==> config.mk <==
export PLATFORM = sky130hd
export DESIGN_NAME = flag_ctrl
export DESIGN_NICKNAME = d
export VERILOG_FILES = /design/src/rtl/flag_ctrl.sv
export SDC_FILE = /design/constraint.sdc
export NUM_CORES = 1
export LEC_CHECK = 0
export BUFFER_PORTS_ARGS = -buffer_cell sky130_fd_sc_hd__buf_2
export CAP_MARGIN = 20
export CORE_AREA = 2 2 39 41
export DETAILED_ROUTE_END_ITERATION = 12
export DIE_AREA = 0 0 41 43
export SETUP_SLACK_MARGIN = 0.3
export SLEW_MARGIN = 40
export SYNTH_ARGS = -nofsm -noshare
export SYNTH_HDL_FRONTEND = slang
export SYNTH_SLANG_ARGS = --single-unit
==> constraint.sdc <==
create_clock -name clk -period 1.31 [get_ports clk]
set_input_delay 0.262 -clock clk [delete_from_list [all_inputs] [get_ports clk]]
set_output_delay 0.262 -clock clk [all_outputs]
set_load 0.05 [all_outputs]
==> src/rtl/flag_ctrl.sv <==
// Flag update controller: computes next {Z,N,C} from ALU/carry controls and
// conditional jumps, and saves/restores flags through a one-deep interrupt shadow.
module flag_ctrl (
  input  logic       clk,
  input  logic       rst,
  input  logic       i_stall,
  input  logic [2:0] i_flags_cur,
  input  logic [2:0] i_alu_flags,
  input  logic       i_upd_zn,
  input  logic       i_upd_c,
  input  logic       i_setc,
  input  logic       i_clrc,
  input  logic [1:0] i_jmp_cond,
  input  logic       i_int_save,
  input  logic       i_rti,
  output logic [2:0] o_flags_next,
  output logic       o_branch_taken,
  output logic       o_shadow_valid,
  output logic       o_err
);

  typedef enum logic {
    IDLE  = 1'b0,
    SAVED = 1'b1
  } state_e;

  state_e     state_q, state_d;
  logic [2:0] shadow_q, shadow_d;
  logic [2:0] flags_q, flags_d;
  logic       branch_q, branch_d;
  logic       err_q, err_d;

  logic [2:0] f;
  logic       taken;

  // Candidate flags; a taken jump clears the flag it tested, evaluated on the current flags.
  always_comb begin
    f = i_flags_cur;
    if (i_upd_zn) f[2:1] = i_alu_flags[2:1];
    if (i_upd_c)  f[0]   = i_alu_flags[0];
    if (i_setc)   f[0]   = 1'b1;
    if (i_clrc)   f[0]   = 1'b0;
    taken = 1'b0;
    case (i_jmp_cond)
      2'b01: begin
        taken = i_flags_cur[2];
        if (taken) f[2] = 1'b0;
      end
      2'b10: begin
        taken = i_flags_cur[1];
        if (taken) f[1] = 1'b0;
      end
      2'b11: begin
        taken = i_flags_cur[0];
        if (taken) f[0] = 1'b0;
      end
      default: taken = 1'b0;
    endcase
  end

  always_comb begin
    state_d  = state_q;
    shadow_d = shadow_q;
    flags_d  = flags_q;
    branch_d = branch_q;
    err_d    = 1'b0;
    if (!i_stall) begin
      flags_d  = f;
      branch_d = taken;
      if (i_rti && (state_q == SAVED)) begin
        // A valid restore wins over everything else; a concurrent save is an error.
        flags_d  = shadow_q;
        branch_d = 1'b0;
        state_d  = IDLE;
        err_d    = i_int_save;
      end else begin
        if (i_rti) err_d = 1'b1;
        if (i_int_save) begin
          if (state_q == IDLE) begin
            shadow_d = f;
            state_d  = SAVED;
          end else begin
            err_d = 1'b1;
          end
        end
      end
    end
  end

  always_ff @(posedge clk) begin
    if (rst) begin
      state_q  <= IDLE;
      shadow_q <= 3'b000;
      flags_q  <= 3'b000;
      branch_q <= 1'b0;
      err_q    <= 1'b0;
    end else begin
      state_q  <= state_d;
      shadow_q <= shadow_d;
      flags_q  <= flags_d;
      branch_q <= branch_d;
      err_q    <= err_d;
    end
  end

  assign o_flags_next   = flags_q;
  assign o_branch_taken = branch_q;
  assign o_shadow_valid = (state_q == SAVED);
  assign o_err          = err_q;

endmodule

Word-level counts from Yosys, hierarchy flattened
Index checks and enable logic that the tools add are counted.

word-level totals
  register bits = 9
  input bits = 17
  output and inout port bits = 6

cells by class
  equality and inequality tests = 3
  multiplexer cells = 19
  bitwise operators = 3
  reduce and logical (&&, ||, !) cells = 5

operators by type and width
  kind                                           number
  2-to-1 mux 1 bit                               16
  == test 2 bit, second input constant           2
  AND reduction 4 bit                            1
  2-to-1 mux 3 bit                               1
  NOT 1 bit                                      3
  one-hot mux 1 bit (3 select lines)             1
  == test 2 x 1 -> 1 bit, second input constant  1
  2-to-1 mux 2 bit                               1
  AND reduction 2 bit                            1
  nonzero test 2 bit                             1
  OR reduction 2 bit                             1
  logical AND 1 bit                              1

Logic depth before layout (Yosys ltp)
  depth in word-level cells = 6
  gate-level depth with buffers = 4
  mapped depth without buffers = 3

Worst setup path after synthesis
OpenSTA, ideal clock, no wires.

  path kind = reg2reg
  from = register state_q (netlist: o_shadow_valid)
  to = register shadow_q[0]
  library setup time = 0.130 ns
  data arrival time = 1.225 ns
  data required time = 1.180 ns
  slack = -0.044 ns
  stages on the path, launching flop included = 5
  path through = dfxtp_1 > buf_6 > or3b_4 > nand3b_1 > o31ai_2

between the ends
  word-level cells in the longest chain between the ends = 3
  elaborated cells on any way between the ends = 4

RTL lines
  item                                    RTL line  text
  start, declared                         27        state_e state_q, state_d;
  start signal, assigned                  98        state_q <= state_d;
  logical AND 1 bit                       70        if (i_rti && (state_q == SAVED)) begin
  NOT 1 bit (no source line)              -
  AND reduction 4 bit (no source line) *  -
  end signal, assigned                    99        shadow_q <= shadow_d;
  end, declared                           28        logic [2:0] shadow_q, shadow_d;

Mark *: on every way between the ends. The rest lies on a longest branch, timed or not.
A chain may end at the register's enable or synchronous reset.

Worst setup path in the final report
  from = register state_q (netlist: o_shadow_valid)
  to = register flags_q[0] (netlist: o_flags_next[0])

between the ends
  word-level cells in the longest chain between the ends = 2

RTL lines
  item                  RTL line  text
  logical AND 1 bit     70
  2-to-1 mux 3 bit      70
  end signal, assigned  100       flags_q <= flags_d;
  end, declared         29        logic [2:0] flags_q, flags_d;

Every way passes these cells.

==> results.yml <==
placement:
  place.gp.congestion: 0.7298
  pre_cts_slack_ps: 121.5
  port_buffers: 22
power_and_ir_drop:
  internal-power_uw: 502.1
  switchingPower_uw: 212.0
  power_density_mw_per_mm2: 987.3
  peakVddDrop_v: 0.0004056
  p_leak_uw: 0.0003072
  comb_power_share_pct: 27.4
  power.share.switching_pct: 29.69
  power_frac_seq_pct: 42.7
  clkPwrFrac_pct: 29.9
cells_and_area:
  num_antenna_cells: 0
  layout.nets: 97
  final_cell_mix: "buf_2 (16), buf_8 (6), nand2_1 (5), dfxtp_2 (5)"
  layout-drive-gt1-share_pct: 56.96
  final_core_util_pct: 52.26
  layout_commonest_cell: "buf_2"
  syn_to_final_growth_pct: 55.38
global_routing:
  antenna_found_initial: 0
  met1_usage_pct: 21.29
  top_usage_layer: "met1"
  grtUsageTotal_pct: 15.98
  grtUsageMet3_pct: 3.141
  grt_pass1_wl_um: 1869
  grt_use_met2_pct: 20.63
  grt_max_degree: 13
  grt_pass1_vias: 459
  grt_overflow_total: 0
route:
  routedWlPerCell_um: 12.21
  num_vias: 507
  drt_iter0_drc: 8
  ant_nets: 0
  viasPerCell: 5.337
  drt-pass1-iter-count: 4
  wirelength_um: 1160
  drc_errors: 0
logic_synthesis:
  synth_top_family_by_area: "simple AND/OR/NAND/NOR gates"
  synthesis.area_sq_um: 465.4
  synth_xor_area_share_pct: 0
  yosysUniqueCellTypes: 22
  yosysSeqAreaShare_pct: 38.71
  netlist_instances: 52
  ys_ff_latch: 9
  syn_area_per_cell_sq_um: 8.951
  synth_nets: 69
  synth-compound-area-share_pct: 21.24
  yosys.area_share.simple_pct: 21.51
  yosysWarnings: 0
  synthAdderAreaFrac_pct: 0
  synth_mux_area_share_pct: 11.83
sta:
  setup_viol: 0
  clock.fmax_mhz: 939.1
  worst_slew_pin_slew_ps: 251.8
  fin_crit_sh_pct: 81.28
  slew_violations: 0
  rsz0062_at_grt: "yes"
  hold_violations: 0
  fin_setup_tns_ps: 0
  finalCriticalPeriod_ps: 1065
  slew_headroom_pct: 83.21
  fin_worst_skew_ps: 3.061
  layout_setup_ws_ps: 245.2
clock_tree:
  clock_latency_ps: 260
  cts_buffers: 3
  clk_pin_slew_ps: 60
  clock_sinks: 9
  cts-hold-fix-buffers: 0
  cts_buffer_depth: 2
  tritoncts: "yes"
  htree_num_levels: 1
  cts_root_buf: "clkbuf_4"
worst_setup_path:
  path_max_fanout: 5
  cp_data_arrival_time_ps: 1210
  critPathKind: "reg2reg"
  startpoint_type: "register"
  end_kind: "register"
  worstPathRequired_ps: 1450
floorplan:
  start_util_pct: 33.63
  io_pins: 23
  core_area_sq_mm: 0.001384
  fp.dieArea_sq_mm: 0.001763
  std_cell_rows: 14
  die_height_um: 43
  die_w_um: 41
status:
  status: "complete, no violations"
job:
  maxCapViolCount: 0
hold_path:
  hp-class: "in2reg"
==> routing by layer <==
metal	vias to the layer above	wire length, um
met4	0	38
li1	248	-
met1	226	545
met2	29	481
met5	-	0
met3	4	95
==> synth_stat cells, drive strengths merged <==
| cell type | number | area [sq um] |
|---|---|---|
| o22ai | 2 | 12.51 |
| clkbuf | 1 | 3.750 |
| and4b | 1 | 11.26 |
| nor3b | 1 | 7.510 |
| nand3b | 3 | 22.52 |
| mux2i | 1 | 10.01 |
| or3b | 1 | 11.26 |
| dfxtp | 9 | 180.2 |
| nand2 | 5 | 18.77 |
| o21ai | 2 | 10.01 |
| mux2 | 4 | 45.04 |
| nor2 | 1 | 3.750 |
| a21oi | 4 | 20.02 |
| buf | 2 | 16.26 |
| a31oi | 3 | 18.77 |
| nand3 | 4 | 20.02 |
| inv | 3 | 11.26 |
| o31ai | 1 | 12.51 |
| nor3 | 1 | 5.000 |
| a21boi | 1 | 7.510 |
| a221oi | 2 | 17.52 |
==> power by group through the flow <==
| stage | Sequential [uW] | Clock, uW | Combinational [uW] |
|---|---|---|---|
| after CTS | 303 | 217 | 182 |
| after floorplan | 345 | 0 | 66.3 |
| final | 305 | 213 | 196 |
| after detailed placement | 307 | 0 | 151 |
| after global routing | 306 | 238 | 210 |
| after global placement | 307 | 0 | 150 |
==> logic make-up after synthesis <==
family / after synthesis
simple gates: 17
compound gates: 15
flops: 9
buf+inv: 6
mux: 5
==> state kept, by name (all words and copies together), names as in the netlist <==
| signal | count |
|---|---|
| o_shadow_valid | 1 |
| shadow_q | 3 |
| o_flags_next | 3 |
| o_branch_taken | 1 |
| o_err | 1 |
==> final cells by class <==
| type | count | area [sq um] |
|---|---|---|
| Fill cell | 129 | 660.6 |
| Multi-Input combinational cell | 37 | 275.3 |
| Timing Repair Buffer | 26 | 200.2 |
| Sequential cell | 9 | 190.2 |
| Clock buffer | 4 | 26.28 |
| Tap cell | 16 | 20.02 |
| Inverter | 3 | 11.26 |
==> timing repair <==
action / in CTS / in global routing
buffers inserted: 3 / 1
hold endpoints to repair: 0 / 0
gates resized for setup: 18 / 6
pin swaps: 4 / 2
endpoints found under the setup margin: 10 / 13
==> metrics by stage <==
| step | std cells | total power, uW | hold WS [ps] | instance area (sq um) |
|---|---|---|---|---|
| 2_1_floorplan | 52 | 411.0 | 437.1 | 475.5 |
| 3_3_place_gp | 87 | 456.8 | 460.0 | 585.6 |
| 3_5_place_dp | 87 | 458.4 | 461.5 | 585.6 |
| 4_1_cts | 94 | 702.1 | 311.2 | 690.7 |
| 5_1_grt | 95 | 754.5 | 319.7 | 723.2 |
| 6_report | 95 | 714.0 | 312.1 | 723.2 |
==> worst max-delay path, stage by stage, from the launching register on <==
cell and delay (ps):
dfxtp_4 360, buf_4 160, and4b_2 240, a21oi_2 100, o22ai_1 80
==> path summary, 6_finish.rpt <==
check | cells past startpoint | slack [ps] | end | start
hold / removal | 2 | 310 | o_flags_next[2]$_SDFFE_PP0N_ | rst
setup / recovery | 4 | 250 | o_flags_next[0]$_SDFFE_PP0N_ | o_shadow_valid$_SDFFE_PP0P_
hold reg to reg | 2 | 470 | shadow_q[2]$_SDFFE_PP0P_ | shadow_q[2]$_SDFFE_PP0P_
setup reg to reg | 4 | 250 | o_flags_next[0]$_SDFFE_PP0N_ | o_shadow_valid$_SDFFE_PP0P_
(Power assumes the default switching activity.)
